--- config.mk ---
export PLATFORM = sky130hd
export DESIGN_NAME = forloop_pattern_gen
export DESIGN_NICKNAME = d
export VERILOG_FILES = /design/src/rtl/forloop_pattern_gen.sv
export SDC_FILE = /design/constraint.sdc
export NUM_CORES = 1
export LEC_CHECK = 0
export BUFFER_PORTS_ARGS = -buffer_cell sky130_fd_sc_hd__buf_2
export CAP_MARGIN = 20
export CORE_ASPECT_RATIO = 1.1
export CORE_MARGIN = 3
export CORE_UTILIZATION = 29
export CTS_BUF_LIST = sky130_fd_sc_hd__clkbuf_8
export CTS_CLUSTER_SIZE = 25
export DETAILED_ROUTE_END_ITERATION = 10
export PLACE_DENSITY = 0.47
export SLEW_MARGIN = 10
export SYNTH_ARGS = -nofsm -noshare
export SYNTH_HDL_FRONTEND = slang
export SYNTH_SLANG_ARGS = --single-unit
--- constraint.sdc ---
create_clock -name c -period 2.4 [get_ports c]
set_input_delay 0.12 -clock c [delete_from_list [all_inputs] [get_ports c]]
set_output_delay 0.12 -clock c [all_outputs]
set_load 0.01 [all_outputs]
--- src/rtl/forloop_pattern_gen.sv ---
// forloop_pattern_gen
// Multi-channel pattern generator built from nested genvar loops. On a start
// request in IDLE, every enabled lane loads a phase-shifted alternating seed
// (bit j of lane k = (j+k)%2). The generator then applies len updates in one
// of four modes (ALT, CNT, WALK, HOLD) before pulsing done for one cycle.
//
// Optional feature: define FORLOOP_PATTERN_GEN_PARITY_EN to add the par output.
// par[k] holds the registered even parity of lane k, so par[k] == ^a_k in
// every cycle.
//
// Ports:
//   c      clock, rising edge
//   rn     asynchronous active-low reset
//   start  run request, sampled in IDLE only
//   mode   update mode, latched at start: 0 ALT, 1 CNT, 2 WALK, 3 HOLD
//   ch_en  per-channel enable, latched at start
//   len    number of update cycles, latched at start
//   busy   high while running
//   done   one-cycle completion pulse
//   a      packed lanes; channel k is a[k*W +: W]
//   par    per-lane parity (only with FORLOOP_PATTERN_GEN_PARITY_EN)
module forloop_pattern_gen #(
  parameter int unsigned N_CH = 4,
  parameter int unsigned W    = 8,
  parameter int unsigned LW   = 8
) (
  input  logic              c,
  input  logic              rn,
  input  logic              start,
  input  logic [1:0]        mode,
  input  logic [N_CH-1:0]   ch_en,
  input  logic [LW-1:0]     len,
  output logic              busy,
  output logic              done,
  output logic [N_CH*W-1:0] a
`ifdef FORLOOP_PATTERN_GEN_PARITY_EN
  ,
  output logic [N_CH-1:0]   par
`endif
);

  typedef enum logic [1:0] {
    StIdle,
    StRun,
    StDone
  } state_e;

  localparam logic [1:0] ModeAlt  = 2'd0;
  localparam logic [1:0] ModeCnt  = 2'd1;
  localparam logic [1:0] ModeWalk = 2'd2;
  localparam logic [1:0] ModeHold = 2'd3;

  localparam logic [LW-1:0] LenOne  = {{(LW-1){1'b0}}, 1'b1};
  localparam logic [W-1:0]  LaneOne = {{(W-1){1'b0}}, 1'b1};

  state_e              state_q, state_d;
  logic [LW-1:0]       cnt_q, cnt_d;
  logic [LW-1:0]       len_q, len_d;
  logic [1:0]          mode_q, mode_d;
  logic [N_CH-1:0]     ch_en_q, ch_en_d;
  logic [N_CH*W-1:0]   a_q, a_d;
  logic                busy_q, done_q;

  logic load;
  logic run;
  logic last_run;

  assign load     = (state_q == StIdle) && start;
  assign run      = (state_q == StRun);
  // len_q is never zero in RUN, so len_q - 1 cannot underflow here.
  assign last_run = run && (cnt_q == (len_q - LenOne));

  // Control FSM: latches the run configuration and counts update cycles.
  always_comb begin
    state_d = state_q;
    cnt_d   = cnt_q;
    len_d   = len_q;
    mode_d  = mode_q;
    ch_en_d = ch_en_q;
    unique case (state_q)
      StIdle: begin
        if (start) begin
          mode_d  = mode;
          ch_en_d = ch_en;
          len_d   = len;
          cnt_d   = '0;
          state_d = (len != '0) ? StRun : StDone;
        end
      end
      StRun: begin
        cnt_d = cnt_q + LenOne;
        if (last_run) begin
          state_d = StDone;
        end
      end
      StDone: begin
        state_d = StIdle;
      end
      default: begin
        state_d = StIdle;
      end
    endcase
  end

`ifdef FORLOOP_PATTERN_GEN_PARITY_EN
  logic [N_CH-1:0] par_q, par_d;
`endif

  // Per-lane datapath: seed constant from a nested bit loop, next-value mux.
  for (genvar k = 0; k < N_CH; k++) begin : g_lane
    logic [W-1:0] seed;
    logic [W-1:0] cur;
    logic [W-1:0] nxt;

    for (genvar j = 0; j < W; j++) begin : g_bit
      localparam logic SeedBit = (((j + k) % 2) == 1);
      assign seed[j] = SeedBit;
    end

    assign cur = a_q[k*W +: W];

    always_comb begin
      nxt = cur;
      if (load && ch_en[k]) begin
        nxt = seed;
      end else if (run && ch_en_q[k]) begin
        unique case (mode_q)
          ModeAlt:  nxt = ~cur;
          ModeCnt:  nxt = cur + LaneOne;
          ModeWalk: nxt = {cur[W-2:0], cur[W-1]};
          ModeHold: nxt = cur;
          default:  nxt = cur;
        endcase
      end
    end

    assign a_d[k*W +: W] = nxt;

`ifdef FORLOOP_PATTERN_GEN_PARITY_EN
    // Parity of the value being registered, so it lines up with a on the same edge.
    assign par_d[k] = ^nxt;
`endif
  end

  always_ff @(posedge c or negedge rn) begin
    if (!rn) begin
      state_q <= StIdle;
      cnt_q   <= '0;
      len_q   <= '0;
      mode_q  <= '0;
      ch_en_q <= '0;
      a_q     <= '0;
      busy_q  <= 1'b0;
      done_q  <= 1'b0;
    end else begin
      state_q <= state_d;
      cnt_q   <= cnt_d;
      len_q   <= len_d;
      mode_q  <= mode_d;
      ch_en_q <= ch_en_d;
      a_q     <= a_d;
      busy_q  <= (state_d == StRun);
      done_q  <= (state_d == StDone);
    end
  end

`ifdef FORLOOP_PATTERN_GEN_PARITY_EN
  always_ff @(posedge c or negedge rn) begin
    if (!rn) begin
      par_q <= '0;
    end else begin
      par_q <= par_d;
    end
  end

  assign par = par_q;
`endif

  assign a    = a_q;
  assign busy = busy_q;
  assign done = done_q;

  // busy and done are mutually exclusive, and done never lasts two cycles.
  assert property (@(posedge c) disable iff (!rn) !(busy_q && done_q));
  assert property (@(posedge c) disable iff (!rn) done_q |=> !done_q);

endmodule

==> reports/results.txt <==
number of global-route vias before repair: 3383
TritonCTS clock tree: built
post-synth top area cell: dfrtp_1
final core utilization: 36.1%
number of flops mapped to enable cells by yosys: 0
Worst-Skew Late Latency: 0.36 ns
CP max FO: 8
Yosys warnings: 0
number of standard cells after synthesis: 427
layout overhead on the synthesized area: 20.4%
wirelength, routed: 10300 microns
max-capacitance violation count: 0
postcts setup bufs: 0
number of nets with antenna violations after detailed routing: 0
routability-driven placement congestion ratio: 0.802
syn nets: 453
async set or reset register ratio after synthesis: 100%
arrival time at the worst endpoint: 2.32 ns
worst slew margin relative to its limit: 47.7%
Synth top area share: 39.9%
fraction of final layout cells sized beyond drive strength 1: 17.4%
share of synthesized area occupied by flip-flops and latches: 39.9%
Final setup violation count: 0
per-cell routed wire length: 16.0 microns
Worst Skew: 0.00911 ns
standard cell area after detailed placement: 0.00404 sq mm
final total power: 6.83 mW
sum of negative setup slack: 0 ns
initial antenna violation count: 1
kind of capture point of the worst setup path: flop
power density relative to cell area: 1560 mW/mm^2
I/O Buffers: 50
core region area: 0.0121 sq mm
tightest hold margin: 0.00923 ns
mean cell area of the mapped netlist: 8.51 sq um
most area-consuming cells after synthesis: dfrtp_1, nand2_1, a21oi_1
result of the run: finished, final reports clean
number of synthesized register bits: 58
total CTS buffers: 9
initial core utilization: 29.9%
netlist area before placement: 0.00363 sq mm
Startpoint Class: flop
static leakage: 1.97 nW
leftover overflow at the end of global routing: 0
die height: 123 microns
hold violation count in the final report: 0
io pins: 51
most common flop cell mapped by yosys: dfrtp_1
count of clock tree sinks: 58
Inst Count DP: 615
number of vias after detailed routing: 3414
period utilisation layout: 86.8%
ant diodes: 0
CTS HTree Levels: 3
area of the die: 0.0139 sq mm
horizontal die dimension: 113 microns
fill count: 1270
pin count of the biggest net entering global routing: 59
via count normalized by instance count: 5.31
type of the worst setup path: flop to flop
achievable clock frequency: 0.480 GHz
DP Worst Slack: 0.330 ns
clock root buffer master: clkbuf_8
measured slew at the worst slew-check pin: 0.784 ns
final net count: 511
required time at the endpoint of the critical path: 2.64 ns
Global Route Usage Sum: 15.8%
detailed-router iteration count before antenna repair: 7
filler-free cell count of the finished design: 643
Peak VDD IR: 0.000585 V
cell row count: 42
RSZ-0062 raised after global routing: no
Worst Setup Slack, final: 0.317 ns
Min Clock Period, post-route: 2.08 ns
final count of pins violating max slew: 0
number of DRC markers after the initial detailed-route iteration: 189
wire length of the first global-routing pass: 17400 microns
clock-pin slew on the worst setup and hold paths: 0.07 ns
path category of the worst min-delay check: primary input to flop
Clock Path Buffers: 2
DRC violations left: 0
final standard cell area without fillers: 0.00438 sq mm
count of distinct cell types in the synthesized netlist: 57
post-detailed-placement half-perimeter wirelength: 7090 microns
## report_power, final
part | total (mW) | switching, mW | internal [mW] | leakage, nW
logic | 3.73 | 2.08 | 1.64 | 1.16
clock network | 0.956 | 0.403 | 0.553 | 0.110
registers | 2.15 | 0.705 | 1.44 | 0.705
## worst max-delay path: stages, from the launching register on
cell     delay (ns)
dfrtp_1        0.44
inv_1          0.09
ha_1           0.30
and3b_1        0.21
or4_1          0.47
and3_1         0.21
a32o_1         0.25
## cells in the final DEF (no fill, tap or decap), types with 12 or more instances in the layout
cell type / count
dlygate4sd3_1: 13
nand2_1: 67
buf_2: 50
dfrtp_1: 58
nand3_1: 18
a221oi_1: 13
a21oi_1: 39
clkbuf_8: 12
xnor2_1: 13
inv_1: 24
o21ai_0: 34
nor2_1: 20
## cell families after synthesis
logic type,Yosys count,share of synthesized area (%)
AO/OA/AOI/OAI,127,23.1
XOR/XNOR,14,3.37
adder cells (fa/ha/maj),9,3.10
buffers and inverters,50,5.92
flip-flops,58,39.9
multiplexers,6,1.65
AND/OR/NAND/NOR,163,23.0
## cell type report
cell class,instances,area (sq um),area share (%)
Clock buffer,12,165,3.77
Tap cell,154,193,4.40
Timing Repair Buffer,74,475,10.9
Clock inverter,3,38.8,0.886
Multi-Input combinational cell,319,1970,45.0
Inverter,23,86.3,1.97
Sequential cell,58,1450,33.2
## sequential cells by signal, indices dropped and copies added (netlist names)
name     cells
done         1
state_q      2
len_q        8
busy         1
mode_q       2
cnt_q        8
a           32
ch_en_q      4
## synth_stat cells (all sizes together), types with 6 or more instances
cell type / number
inv: 23
clkbuf: 16
nand2b: 7
a221oi: 13
buf: 11
nor3: 7
nand2: 68
a21oi: 39
dfrtp: 58
ha: 9
nand3: 18
nor2: 20
o21ai: 34
a221o: 6
xnor2: 13
mux2i: 6
nand4: 6
## metal layers
layer	wire length (microns)	part of all wire (%)	global-route usage, %
met1	4470	43	18.5
met2	5150	50	27.7
met4	223	2.2	7.36
met3	434	4.2	3.52
met5	13	0.13	0
## final timing paths
kind	from	endpoint	slack, ns	depth (start not counted)
setup / recovery	len_q[0]$_DFFE_PN0P_	done$_DFF_PN0_	0.32	6
hold reg to reg	len_q[7]$_DFFE_PN0P_	len_q[7]$_DFFE_PN0P_	0.50	2
hold / removal	ch_en[3]	ch_en_q[3]$_DFFE_PN0P_	0.009	3
min in group asynchronous	rn	a[27]$_DFFE_PN0P_	0.46	3
setup reg to reg	len_q[0]$_DFFE_PN0P_	done$_DFF_PN0_	0.32	6
max in group asynchronous	rn	cnt_q[4]$_DFFE_PN0P_	1.42	3
## repair_timing
item                                   CTS  global route
gates resized for setup                  0             0
hold buffers                            13             0
endpoints found under the hold margin   70             0
No activity file was read; power rests on OpenSTA's default activity.
